<file path="src/rtl/mem_stage.sv">
// mem_stage: MEM stage of the five-stage pipeline; runs loads/stores over a req/ack data bus and stalls while busy.
// Build option: define MEM_MISALIGN_TRAP_EN to fault misaligned half/word accesses instead of force-aligning them.
module mem_stage #(
  parameter int unsigned TIMEOUT_CYCLES = 255
) (
  input  logic        clk,
  input  logic        rst,
  input  logic        mem_read_in,
  input  logic        mem_write_in,
  input  logic [2:0]  funct3_in,
  input  logic [31:0] addr_in,
  input  logic [31:0] wdata_in,
  input  logic        reg_write_in,
  output logic        stall_out,
  output logic        reg_write_out,
  output logic [31:0] read_data_out,
  output logic        fault_out,
  output logic        dbus_req,
  output logic        dbus_we,
  output logic [31:0] dbus_addr,
  output logic [31:0] dbus_wdata,
  output logic [3:0]  dbus_be,
  input  logic [31:0] dbus_rdata,
  input  logic        dbus_ack,
  input  logic        dbus_err
);
  typedef enum logic [1:0] {IDLE = 2'd0, ACCESS = 2'd1, DONE = 2'd2} state_t;

  state_t      state_q, state_d;
  logic [15:0] cnt_q, cnt_d;
  logic        fault_q, fault_d;
  logic [31:0] rdata_q, rdata_d;
  logic        req_q, req_d;
  logic        we_q, we_d;
  logic [31:0] addr_q, addr_d;
  logic [31:0] wdata_q, wdata_d;
  logic [3:0]  be_q, be_d;
  logic [2:0]  f3_q, f3_d;
  logic [1:0]  off_q, off_d;
  logic        mem_op, bad_access, misaligned, timeout;
  logic [16:0] cnt_inc;

  function automatic logic access_legal(input logic is_load, input logic [2:0] f3);
    logic ok;
    case (f3)
      3'b000, 3'b001, 3'b010: ok = 1'b1;
      3'b100, 3'b101:         ok = is_load;
      default:                ok = 1'b0;
    endcase
    return ok;
  endfunction

  function automatic logic [3:0] lane_enables(input logic [2:0] f3, input logic [1:0] off);
    logic [3:0] be;
    case (f3[1:0])
      2'b00:   be = 4'b0001 << off;
      2'b01:   be = off[1] ? 4'b1100 : 4'b0011;
      default: be = 4'b1111;
    endcase
    return be;
  endfunction

  function automatic logic [31:0] store_lanes(input logic [2:0] f3, input logic [31:0] wd);
    logic [31:0] res;
    case (f3[1:0])
      2'b00:   res = {4{wd[7:0]}};
      2'b01:   res = {2{wd[15:0]}};
      default: res = wd;
    endcase
    return res;
  endfunction

  function automatic logic [31:0] load_extend(input logic [2:0] f3, input logic [1:0] off,
                                              input logic [31:0] word);
    logic signed [7:0]  b;
    logic signed [15:0] h;
    logic [31:0]        res;
    b = word[{off, 3'b000} +: 8];
    h = off[1] ? word[31:16] : word[15:0];
    case (f3)
      3'b000:  res = 32'(b);
      3'b100:  res = {24'd0, b};
      3'b001:  res = 32'(h);
      3'b101:  res = {16'd0, h};
      default: res = word;
    endcase
    return res;
  endfunction

`ifdef MEM_MISALIGN_TRAP_EN
  assign misaligned = ((funct3_in[1:0] == 2'b01) && addr_in[0]) ||
                      ((funct3_in[1:0] == 2'b10) && (addr_in[1:0] != 2'b00));
`else
  assign misaligned = 1'b0;
`endif

  assign mem_op     = mem_read_in | mem_write_in;
  assign bad_access = !access_legal(mem_read_in, funct3_in) || misaligned;
  assign cnt_inc    = {1'b0, cnt_q} + 17'd1;
  assign timeout    = cnt_inc >= 17'(TIMEOUT_CYCLES);

  always_comb begin
    state_d = state_q;
    cnt_d   = cnt_q;
    fault_d = 1'b0;
    rdata_d = rdata_q;
    req_d   = req_q;
    we_d    = we_q;
    addr_d  = addr_q;
    wdata_d = wdata_q;
    be_d    = be_q;
    f3_d    = f3_q;
    off_d   = off_q;
    case (state_q)
      IDLE: begin
        cnt_d = '0;
        if (mem_op && bad_access) begin
          state_d = DONE;
          fault_d = 1'b1;
          rdata_d = '0;
        end else if (mem_op) begin
          state_d = ACCESS;
          req_d   = 1'b1;
          we_d    = mem_write_in;
          addr_d  = {addr_in[31:2], 2'b00};
          wdata_d = store_lanes(funct3_in, wdata_in);
          be_d    = lane_enables(funct3_in, addr_in[1:0]);
          f3_d    = funct3_in;
          off_d   = addr_in[1:0];
        end
      end
      ACCESS: begin
        cnt_d = cnt_inc[15:0];
        // Error beats ack; an ack on the last allowed cycle still completes normally.
        if (dbus_err || (!dbus_ack && timeout)) begin
          state_d = DONE;
          req_d   = 1'b0;
          fault_d = 1'b1;
          rdata_d = '0;
        end else if (dbus_ack) begin
          state_d = DONE;
          req_d   = 1'b0;
          if (!we_q) rdata_d = load_extend(f3_q, off_q, dbus_rdata);
        end
      end
      DONE: begin
        state_d = IDLE;
        cnt_d   = '0;
      end
      default: state_d = IDLE;
    endcase
  end

  always_ff @(posedge clk or posedge rst) begin
    if (rst) begin
      state_q <= IDLE;
      cnt_q   <= '0;
      fault_q <= 1'b0;
      rdata_q <= '0;
      req_q   <= 1'b0;
      we_q    <= 1'b0;
      addr_q  <= '0;
      wdata_q <= '0;
      be_q    <= '0;
      f3_q    <= '0;
      off_q   <= '0;
    end else begin
      state_q <= state_d;
      cnt_q   <= cnt_d;
      fault_q <= fault_d;
      rdata_q <= rdata_d;
      req_q   <= req_d;
      we_q    <= we_d;
      addr_q  <= addr_d;
      wdata_q <= wdata_d;
      be_q    <= be_d;
      f3_q    <= f3_d;
      off_q   <= off_d;
    end
  end

  // Gating by rst keeps the combinational outputs at 0 for as long as reset is held.
  assign stall_out     = !rst && (((state_q == IDLE) && mem_op) || (state_q == ACCESS));
  assign reg_write_out = !rst && reg_write_in && !stall_out && !fault_q;
  assign fault_out     = fault_q;
  assign read_data_out = rdata_q;
  assign dbus_req      = req_q;
  assign dbus_we       = we_q;
  assign dbus_addr     = addr_q;
  assign dbus_wdata    = wdata_q;
  assign dbus_be       = be_q;
endmodule

</file>
<file path="config.mk">
export PLATFORM = sky130hd
export DESIGN_NAME = mem_stage
export DESIGN_NICKNAME = d
export VERILOG_FILES = /design/src/rtl/mem_stage.sv
export SDC_FILE = /design/constraint.sdc
export NUM_CORES = 1
export LEC_CHECK = 0
export CELL_PAD_IN_SITES_DETAIL_PLACEMENT = 1
export CELL_PAD_IN_SITES_GLOBAL_PLACEMENT = 1
export CORE_AREA = 2 2 140 128
export DETAILED_ROUTE_END_ITERATION = 10
export DIE_AREA = 0 0 142 130
export PLACE_DENSITY = 0.83
export SLEW_MARGIN = 20
export SYNTH_ARGS = -nofsm -noshare
export SYNTH_HDL_FRONTEND = slang
export SYNTH_SLANG_ARGS = --single-unit
</file>
<file path="constraint.sdc">
create_clock -name clk -period 8.25 [get_ports clk]
set_input_delay 1.65 -clock clk [delete_from_list [all_inputs] [get_ports clk]]
set_output_delay 1.65 -clock clk [all_outputs]
set_load 0.01 [all_outputs]
</file>
After elaboration in Yosys (flattened, before gate mapping). Index checks and enable logic that the tools add are counted.

Word-level logic and storage cells: 85. Output and inout bits: 105. Bits in registers: 124. Input port bits: 106.

Reductions and logical operators: 27. Add/sub/neg operators: 1. Equality and inequality tests: 16. Shifts and indexed selects: 2. Magnitude comparators: 1. Mux-type cells: 25. Bitwise logic cells: 2.

Operator list (count): 2-to-1 mux 32 bit (4); one-hot mux 32 bit (2 select lines) (2); one-hot mux 32 bit (4 select lines) (1); one-hot mux 16 bit (2 select lines) (1); indexed part select 32 x 6 -> 8 bit (1); adder 16 x 1 -> 17 bit, second input constant (1); greater-or-equal comparator 17 x 8 -> 1 bit, second input constant (1); 2-to-1 mux 16 bit (1); equality test 3 bit, second input constant (4); inequality test 3 bit, second input constant (3); 2-to-1 mux 2 bit (4); one-hot mux 4 bit (2 select lines) (1); AND reduction 4 bit (2); logical AND 1 bit (7); equality test 3 x 1 -> 1 bit, second input constant (2); logical NOT 3 bit (2); 2-to-1 mux 1 bit (6); inequality test 2 bit, second input constant (3); one-hot mux 1 bit (2 select lines) (3); logical NOT 1 bit (5); equality test 2 x 1 -> 1 bit, second input constant (2); logical NOT 2 bit (2); 2-to-1 mux 4 bit (1); one-hot mux 2 bit (2 select lines) (1); 11 further kinds (14).

Depth between registers and ports, before layout.
Depth after elaboration: 7. Mapped depth: 9. Depth with buffers taken out: 8.

Least setup slack after synthesis. OpenSTA, ideal clock, no wires.

Path kind: input to output. Start point: input mem_write_in. End point: output reg_write_out. Required time: 6600 ps. Path slack: 4034 ps. Path buffers: 0. Stages: 4. Arrival time: 2566 ps. Cell sequence: or2_2 nor2_1 nor2_1 nor4b_1.

Longest elaborated chain between the ends: 7.

Ends and longest elaborated chain: start: declaration (RTL line 9) `input logic mem_write_in,`; bitwise OR 1 bit (RTL line 97) `assign mem_op = mem_read_in | mem_write_in;`; logical AND 1 bit (RTL line 183) `assign stall_out = !rst && (((state_q == IDLE) && mem_op) || (state_q == ACCESS));`; logical OR 1 bit (RTL line 183); logical AND 1 bit (RTL line 183); logical NOT 1 bit (RTL line 184) `assign reg_write_out = !rst && reg_write_in && !stall_out && !fault_q;`; logical AND 1 bit (2 in series) (RTL line 184); end: declaration (RTL line 15) `output logic reg_write_out,`.

Every way passes these cells.

Worst setup path in the final report. Ends and elaborated chain as after synthesis.

==> reports/qor.txt <==
Share of flip-flops with an asynchronous set or reset - 100%
GRT Total Usage - 22.6%
Peak Freq - 0.194 GHz
PortBufs - 208
Hold Crit Class - reg2reg
Core Region - 0.0172 mm^2
Largest net degree at the start of global routing - 103
Startpoint types - input port
Worst-path clk slew - 60 ps
Gate Count Post-Synth - 596
Fin Setup TNS - 0 ps
Post-synth EDFFs - 0
Worst-Skew Late Latency - 420 ps
Leakage power - 3.78 nW
Wire per inst - 19.9 um
Initial Util - 36.8%
Critical Path Fanout Max - 4
Total Wirelength - 20.1 mm
Global route overflow - 0
CTS buffer count - 17
Status - completed
CTS tree - yes
CTS root buffer - clkbuf_16
Post-Syn Area - 0.00633 mm^2
Post-CTS resize count - 0
Global-route wire length before repair - 32.0 mm
Power density cells - 314 mW/mm^2
Max_cap viols - 0
Register area share after synthesis - 49.0%
Final period util - 62.4%
Yosys reg bits - 124
Syn-to-layout area delta - 43.2%
Gpl congestion - 0.838
CTS max path bufs - 2
Main synth FF type - dfrtp_1
Slew HR - 30.6%
Synth warn - 0
Antenna-violating nets left - 0
Maximum VDD drop - 174 uV
Cts hold-fix bufs - 0
Drt first-iter violations - 281
H-tree levels - 4
Fin. Hold Viols - 0
Worst-Margin Slew - 1040 ps
# rows - 46
Vias in the first global route - 5874
Vias per inst - 5.20
# IOs - 211
CP required - 6600 ps
Avg Cell Area, Syn - 10.6 um^2
Router iterations before antenna repair - 4
Clock sink count - 124
Layout cell share with drive strength beyond 1 - 15.6%
Max Slew Vio Count - 0
Post-DP HPWL - 14.3 mm
Setup CP Type - in2out
Die height - 130 um
Post-synth cell types - 54
Final nets - 892
Setup Fix Bufs, Post-CTS - 0
Post-layout minimum cycle time - 5150 ps
Final hold slack - 480 ps
Setup Viol. Count Final - 0
CP Data Arrival Time - 3500 ps
CP Capture Type - output pin
Clock Skew - 12.4 ps
DRC viols - 0
Die Wd - 142 um
Unrepaired setup endpoints after global routing - no
Initial antenna violation count - 1
Via Count - 5256
Die area - 0.0185 mm^2
[logic make-up (layout without fill, tap and decap cells)]
group | after synthesis | after routing | synth area share, %
AND/OR/NAND/NOR | 140 | 140 | 10.8
other | 1 | 3 | 0.0592
adder cells (fa/ha/maj) | 2 | 2 | 0.395
buffers and inverters | 87 | 283 | 6.05
flip-flops | 124 | 124 | 49.0
multiplexers | 75 | 75 | 13.1
AO/OA/AOI/OAI | 148 | 148 | 18.0
XOR/XNOR | 19 | 19 | 2.63
[cells in the mapped netlist (all sizes together), types with 2 or more instances]
master | number | share of area [%]
a22oi | 7 | 0.83
clkbuf | 22 | 1.3
xor2 | 9 | 1.2
and2 | 15 | 1.5
nand2 | 58 | 3.5
inv | 44 | 2.6
nor2 | 31 | 1.8
nand4 | 4 | 0.59
nor4 | 3 | 0.40
dfrtp | 124 | 49
mux2i | 26 | 4.1
nor3b | 2 | 0.24
nor4b | 2 | 0.51
ha | 2 | 0.40
o21ai | 50 | 4.0
o31ai | 33 | 6.3
buf | 21 | 2.1
or2 | 2 | 0.20
nand2b | 6 | 0.59
o31a | 3 | 0.42
a21oi | 21 | 1.9
xnor2 | 10 | 1.4
mux2 | 48 | 8.6
a31oi | 7 | 0.69
o211ai | 6 | 0.71
nor2b | 3 | 0.30
nand3 | 5 | 0.47
a22o | 3 | 0.42
o22a | 3 | 0.42
nor3 | 8 | 0.63
o221ai | 8 | 1.1
[critical path, stage by stage]
cell,delay (ps)
clkdlybuf4s50_1,420
or2_2,380
nor2_1,150
nor2_1,60
nor4b_1,260
clkdlybuf4s50_1,580
[stage by stage]
stage               power (mW)  worst slack [ps]  instances  utilization, %  instance area, um^2
floorplan                 1.55              3300        597               -                 6340
global placement          2.09              3140        981            49.4                 8500
detailed placement        2.15              3110        981            49.4                 8500
CTS                       2.88              3110       1009            52.6                 9050
global route              3.03              2990       1009            52.7                 9060
finish                    2.85              3100       1010            52.7                 9060
[registers in the layout, summed over array words and instances, names as in the netlist]
signal,count
off_q,2
dbus_wdata,32
dbus_we,1
cnt_q,16
dbus_be,4
f3_q,3
state_q,2
read_data_out,32
dbus_addr,30
dbus_req,1
fault_out,1
[worst paths after layout]
check	start	depth (start not counted)	endpoint	slack (ps)
max in group asynchronous	rst	3	read_data_out[23]	5090
hold / removal	dbus_wdata[31]	2	dbus_wdata[31]	480
setup reg to reg	state_q[0]	6	read_data_out[30]	5120
setup / recovery	mem_write_in	6	reg_write_out	3100
hold reg to reg	dbus_wdata[31]	2	dbus_wdata[31]	480
min in group asynchronous	rst	2	dbus_we	1730
[final cells by class]
| type | instances | area (um^2) |
|---|---|---|
| Timing Repair Buffer | 211 | 2100 |
| Clock inverter | 6 | 65.1 |
| Tap cell | 216 | 270 |
| Fill cell | 1847 | 8140 |
| Inverter | 44 | 168 |
| Sequential cell | 124 | 3100 |
| Multi-Input combinational cell | 386 | 2870 |
| Antenna cell | 1 | 2.50 |
| Clock buffer | 22 | 484 |
[power breakdown]
part / total, mW / switching (mW) / leakage, nW / internal [mW]
logic: 1.13 / 0.529 / 1.95 / 0.603
clock network: 0.706 / 0.267 / 0.258 / 0.439
registers: 1.01 / 0.193 / 1.58 / 0.818
[metal layers]
layer	vias up	wire length [um]	GRT usage, %	part of all wire, %
met3	33	1510	8.62	7.5
met5	-	13	0	0.065
met2	174	9920	37.3	49
met1	2596	8190	26.7	41
met4	2	462	9.12	2.3
li1	2451	-	-	-
[placed cells by master, fill, tap and decap left out, drive strengths merged, types with 9 or more instances in the layout]
| cell | n |
|---|---|
| xnor2 | 10 |
| clkbuf | 22 |
| o31ai | 33 |
| mux2i | 26 |
| nor2 | 31 |
| and2 | 15 |
| o21ai | 50 |
| clkdlybuf4s50 | 208 |
| inv | 44 |
| dfrtp | 124 |
| mux2 | 48 |
| xor2 | 9 |
| nand2 | 58 |
| a21oi | 21 |
No activity file was read; power rests on OpenSTA's default activity.
